<file path="src/rtl/cache_line_pkg.sv">
// -----------------------------------------------------------------------------
// cache_line_pkg
// Shared definitions for the cache line assembler: line geometry and the
// controller state encoding.
// -----------------------------------------------------------------------------
package cache_line_pkg;

  localparam int LINE_WORDS = 128;  // words per cache line
  localparam int IDX_W      = 7;    // bits needed to index one word

  typedef enum logic [1:0] {
    IDLE = 2'd0,  // random merges allowed, waiting for fill_start/commit
    FILL = 2'd1,  // sequential burst fill, word 0 upward
    HOLD = 2'd2   // line offered downstream, writes blocked
  } state_e;

endpackage

</file>
<file path="src/rtl/we_decoder128.sv">
// -----------------------------------------------------------------------------
// we_decoder128
// Combinational index-plus-enable to one-hot word write-enable decoder.
// Shared by the line register and the optional per-word mask.
//
// Ports:
//   idx_i  word index 0..127
//   en_i   write enable; all outputs are 0 when low
//   we_o   one-hot write enables, bit i selects word i
// -----------------------------------------------------------------------------
module we_decoder128
  import cache_line_pkg::*;
(
  input  logic [IDX_W-1:0]      idx_i,
  input  logic                  en_i,
  output logic [LINE_WORDS-1:0] we_o
);

  always_comb begin
    // NOTE: every output of a combinational block gets a default first so no
    // path through the block leaves it unassigned (which would infer a latch).
    we_o = '0;
    if (en_i) begin
      we_o[idx_i] = 1'b1;
    end
  end

endmodule

</file>
<file path="src/rtl/cache_line_assembler.sv">
// -----------------------------------------------------------------------------
// cache_line_assembler
// Assembles a 128-word line of W-bit words, loaded either by random merges at
// an index (IDLE) or by a sequential burst fill (FILL), then hands the line off
// through a valid/ready handshake (HOLD). Word i sits at line_out_o[i*W +: W],
// the packing the 128-way read mux consumes.
//
// Optional feature (macro CACHE_LINE_ASSEMBLER_WORD_MASK_EN): adds line_mask_o,
// one bit per word, set on each write and cleared on reset and on handoff.
//
// Ports:
//   clk           rising-edge clock
//   rst_n         synchronous active-low reset
//   fill_start_i  IDLE: start a burst fill at word 0 (wins over commit_i)
//   commit_i      IDLE: offer the current line downstream
//   wr_valid_i    write word offered
//   wr_ready_o    write accepted this cycle (IDLE or FILL)
//   wr_sel_i      word index for IDLE merges, ignored in FILL
//   wr_data_i     word data
//   line_valid_o  line offered (HOLD)
//   line_ready_i  downstream accepts the line
//   line_out_o    line register
//   fill_cnt_o    next burst index
//   busy_o        state is not IDLE
//   line_mask_o   per-word written mask (optional)
// -----------------------------------------------------------------------------
module cache_line_assembler
  import cache_line_pkg::*;
#(
  parameter int W = 8
) (
  input  logic                    clk,
  input  logic                    rst_n,
  input  logic                    fill_start_i,
  input  logic                    commit_i,
  input  logic                    wr_valid_i,
  output logic                    wr_ready_o,
  input  logic [IDX_W-1:0]        wr_sel_i,
  input  logic [W-1:0]            wr_data_i,
  output logic                    line_valid_o,
  input  logic                    line_ready_i,
  output logic [LINE_WORDS*W-1:0] line_out_o,
`ifdef CACHE_LINE_ASSEMBLER_WORD_MASK_EN
  output logic [LINE_WORDS-1:0]   line_mask_o,
`endif
  output logic [IDX_W-1:0]        fill_cnt_o,
  output logic                    busy_o
);

  state_e                  state_q, state_d;
  logic [IDX_W-1:0]        fill_cnt_q, fill_cnt_d;
  logic [LINE_WORDS*W-1:0] line_q;
  logic [IDX_W-1:0]        wr_idx;
  logic [LINE_WORDS-1:0]   word_we;
  logic                    wr_fire;
  logic                    handoff;

  // Handshake outputs depend on state only, never combinationally on inputs.
  assign wr_ready_o   = (state_q != HOLD);
  assign line_valid_o = (state_q == HOLD);
  assign busy_o       = (state_q != IDLE);
  assign fill_cnt_o   = fill_cnt_q;
  assign line_out_o   = line_q;

  assign wr_fire = wr_valid_i & wr_ready_o;
  assign handoff = line_valid_o & line_ready_i;
  assign wr_idx  = (state_q == FILL) ? fill_cnt_q : wr_sel_i;

  we_decoder128 u_we_dec (
    .idx_i (wr_idx),
    .en_i  (wr_fire),
    .we_o  (word_we)
  );

  // Next-state logic.
  always_comb begin
    state_d    = state_q;
    fill_cnt_d = fill_cnt_q;
    unique case (state_q)
      IDLE: begin
        if (fill_start_i) begin
          state_d    = FILL;
          fill_cnt_d = '0;
        end else if (commit_i) begin
          state_d = HOLD;
        end
      end
      FILL: begin
        if (wr_fire) begin
          // Wraps to 0 on the last word, leaving the counter ready for the next fill.
          fill_cnt_d = fill_cnt_q + 1'b1;
          if (fill_cnt_q == IDX_W'(LINE_WORDS - 1)) begin
            state_d = HOLD;
          end
        end
      end
      HOLD: begin
        if (line_ready_i) begin
          state_d = IDLE;
        end
      end
      default: begin
        state_d    = IDLE;
        fill_cnt_d = '0;
      end
    endcase
  end

  // NOTE: sequential state uses non-blocking assignments so every register
  // samples pre-edge values, independent of process evaluation order.
  always_ff @(posedge clk) begin
    if (!rst_n) begin
      state_q    <= IDLE;
      fill_cnt_q <= '0;
    end else begin
      state_q    <= state_d;
      fill_cnt_q <= fill_cnt_d;
    end
  end

  // NOTE: the line storage is reset explicitly because a reset must discard any
  // partial line; a plain storage array would normally be left unreset.
  always_ff @(posedge clk) begin
    if (!rst_n) begin
      line_q <= '0;
    end else begin
      for (int i = 0; i < LINE_WORDS; i++) begin
        if (word_we[i]) begin
          line_q[i*W +: W] <= wr_data_i;
        end
      end
    end
  end

`ifdef CACHE_LINE_ASSEMBLER_WORD_MASK_EN
  logic [LINE_WORDS-1:0] mask_q;

  // Write and clear never coincide: writes are blocked in HOLD.
  always_ff @(posedge clk) begin
    if (!rst_n) begin
      mask_q <= '0;
    end else if (handoff) begin
      mask_q <= '0;
    end else begin
      mask_q <= mask_q | word_we;
    end
  end

  assign line_mask_o = mask_q;
`else
  logic unused_handoff;
  assign unused_handoff = handoff;
`endif

endmodule
</file>
<file path="config.mk">
export PLATFORM = sky130hd
export DESIGN_NAME = cache_line_assembler
export DESIGN_NICKNAME = d
export VERILOG_FILES = /design/src/rtl/cache_line_pkg.sv /design/src/rtl/we_decoder128.sv /design/src/rtl/cache_line_assembler.sv
export SDC_FILE = /design/constraint.sdc
export NUM_CORES = 2
export LEC_CHECK = 0
export CORE_AREA = 4 4 403 405
export DETAILED_ROUTE_END_ITERATION = 16
export DIE_AREA = 0 0 407 409
export PLACE_DENSITY = 0.45
export SLEW_MARGIN = 30
export SYNTH_ARGS = -nofsm -noshare
export SYNTH_HDL_FRONTEND = slang
export SYNTH_SLANG_ARGS = --single-unit
</file>
<file path="constraint.sdc">
create_clock -name clk -period 2 [get_ports clk]
set_clock_uncertainty 0.2 [all_clocks]
set_input_delay 0.4 -clock clk [delete_from_list [all_inputs] [get_ports clk]]
set_output_delay 0.4 -clock clk [all_outputs]
set_load 0.05 [all_outputs]
</file>
==> impl_metrics.ini <==
[status]
status = complete, but fails checks
violations = setup timing

[clock_network]
h-tree-depth = 3
cts_root_buf = clkbuf_16
clk_pin_slew_ns = 0.06
cts_buffer_depth = 3
numCtsBuffers = 117
cts_tree = built
cts_sinks = 1033
worstSkewPairLatency_ns = 0.74

[floorplanning]
pin_count = 1055
dieWidth_um = 407
dieArea_um2 = 166500
rows = 146
initial_utilization = 0.2363
core_um2 = 158400
die_h_um = 409

[route]
drtIter0Drc = 1932
via_count = 32689
ant_nets = 0
drc_errors = 0
dr.pass1.iters = 5
via_per_inst = 4.384
wl_per_cell_um = 23.80
routed_wl_um = 177500

[finish]
design_area_um2 = 58580
final_cell_mix = buf_4, dfxtp_1, nand2_1, mux2i_1, o21ai_0
fill_cells = 15951
nNetsFinal = 5298
drive_gt1_frac = 0.3737
area_growth_syn_to_layout_pct = 56.52
final_common_cell = buf_4
final_util = 0.3699

[synthesis]
yosysUniqueCellTypes = 60
synth_nets = 3968
avgSynthCellArea_um2 = 9.485
ys_seq_area_frac = 0.5525
ys_seq_elements = 1033
ys.flop_type = dfxtp_1
synth_cells = 3946
async_reset_ff_frac = 0
synthesis.area_um2 = 37430
ys_warn_count = 0
synth_edf_count = 0

[sta]
relSlewSlack = 0.6494
fin_crit_ns = 2.383
fmaxAchievable_mhz = 419.7
timing.final.ws_setup_ns = -0.3829
setup_viol = 1029
hold_ws_ns = 0.2057
max_slew.worst_pin.slew_ns = 0.5259
post-route-period-util = 1.191
hold_viol_final = 0
grt_setup_unrepaired = yes
timing.final.max_slew_violations = 0

[place]
dpl.hpwl_um = 125800
place_area_um2 = 51800
place_congestion = 0.7837
placement.io_buffers = 1054

[setup_path]
endpoint_kind = flip-flop
cp.required_ns = 2.39
reg2reg_from = state_q[1]
crit_chain = nand2b_4 > buf_8 > buf_6 > mux2_4 > or4_4 > nand3_2 > o21ai_1
cpPeakStageDelay_ns = 0.68
crit_type = flip-flop to flip-flop
crit_slowest_cell = or4_4
worstPathArrival_ns = 2.77
reg2reg_depth = 7
r2r_end = line_out_o[249]
critPathMaxFanout = 8
reg2reg_slack_ns = -0.38
cp-start-kind = flip-flop

[run]
max_cap_violations = 0

[pwr]
max-vdd-ir-drop_v = 0.0006637
powerDensity_nw_per_um2 = 788.1
leakage_nw = 23.48

[global_route]
grt_pass1_wl_um = 242300
grt_pass1_vias = 31547
grt_max_degree = 94
grt_antenna_before_repair = 11
grt_remaining_overflow = 0
grt.total_usage = 0.2007

[hold_path]
hold_depth = 3
min_from = fill_start_i
worstHoldPathType = input pin to flip-flop
min_to = state_q[0]
-- layout make-up --
type | count | area, µm² | share of cell area
sequential | 1033 | 20710 | 0.3535
multi-input combinational | 2574 | 16460 | 0.2810
timing repair buffer | 1544 | 14780 | 0.2523
clock buffer | 181 | 3531 | 0.06027
tap | 2072 | 2592 | 0.04425
clock inverter | 36 | 461.7 | 0.007881
antenna | 10 | 25.02 | 0.0004271
inverter | 6 | 22.52 | 0.0003844
-- routing by layer --
layer	up-vias	global-route usage	part of all wire
met2	960	0.3531	0.50
li1	15999	-	-
met3	209	0.05698	0.074
met5	-	0	0
met4	0	0.06887	0.028
met1	15521	0.2317	0.40
-- sequential cells by signal, summed over array words and instances, names as in the netlist --
| signal | flops |
|---|---|
| line_out_o | 1024 |
| fill_cnt_o | 7 |
| state_q | 2 |
-- stage by stage --
step,power [mW],setup TNS (ns),instances,setup WS (ns)
3_3_place_gp,24.10,-735.27,7097,-1.011
3_5_place_dp,24.11,-713.62,7098,-0.9909
4_1_cts,46.76,-263.28,7391,-0.3948
5_1_grt,47.84,-319.17,7456,-0.4568
6_report,46.17,-230.57,7456,-0.3829
2_1_floorplan,22.49,-78.88,3946,-0.1707
-- cell families after synthesis --
group | after synthesis | share of synthesized area
xor+xnor | 4 | 0.0009362
flops | 1033 | 0.5525
compound gates | 569 | 0.08010
fa+ha+maj | 1 | 0.0003342
buf+inv | 341 | 0.03945
simple gates | 1506 | 0.1933
mux | 492 | 0.1334
-- what timing repair did --
action	in CTS	in global routing
setup buffers	69	47
gates cloned	7	16
endpoints found under the setup margin	1159	1086
gates resized for setup	168	259
hold endpoints to repair	10	0
pin swaps	61	94
hold buffers	1	0
-- worst max-delay path, delay by kind of cell (launching register included) --
kind	cells	cell delay, ns
multiplexers	1	0.37
flip-flops	1	0.37
buffers and inverters	2	0.26
AO/OA/AOI/OAI	1	0.06
AND/OR/NAND/NOR	3	0.95
-- worst max path at each step --
stage / cells past startpoint / from / to
finish: 7 / state_q[1] / line_out_o[249]
global route: 10 / state_q[1] / line_out_o[630]
CTS: 9 / state_q[1] / line_out_o[604]
detailed placement: 7 / wr_valid_i / line_out_o[96]
global placement: 8 / wr_sel_i[5] / line_out_o[268]
floorplan: 9 / state_q[0] / line_out_o[734]
-- synth_stat cells (2+ instances only) --
cell type  instances  area share
nand4_1           36      0.0060
buf_2             64      0.0086
o21ai_0          519       0.069
nor4_2            15      0.0050
buf_6              8      0.0024
nor4_4            16      0.0091
xnor2_1            2     0.00047
and3_1             2     0.00033
nor2_2            19      0.0032
nor3_1             2     0.00027
nand3_2            2     0.00053
dfxtp_1         1033        0.55
a31o_2             4     0.00094
xor2_1             2     0.00047
nand2_2            5     0.00084
a21oi_4            2     0.00087
and4bb_2           4      0.0013
nand3_1          295       0.039
mux2i_1          483        0.13
a21oi_1            3     0.00040
o22a_1             2     0.00047
nor2_1            12      0.0012
a21o_1             2     0.00040
buf_1             40      0.0040
or2_1              2     0.00033
and4_1             3     0.00070
buf_4             12      0.0024
nand2b_1           5     0.00084
nand2_4            2     0.00060
o21ai_1           27      0.0036
nor2_4            22      0.0066
a31oi_4            4      0.0023
mux2_4             3      0.0012
clkbuf_1         210       0.021
nor2b_1            5     0.00084
and2_1            10      0.0017
mux2_2             2     0.00060
mux2i_4            4      0.0024
nor2_8            14      0.0075
nand3_4            4      0.0019
nand2_1         1021        0.10
inv_1              6     0.00060
-- power by group --
group	switching, mW	internal [mW]
clock network	9.16	12.9
logic	2.15	1.25
registers	0.0417	20.6
total	11.4	34.8
Power figures use the tool's default switching activity.
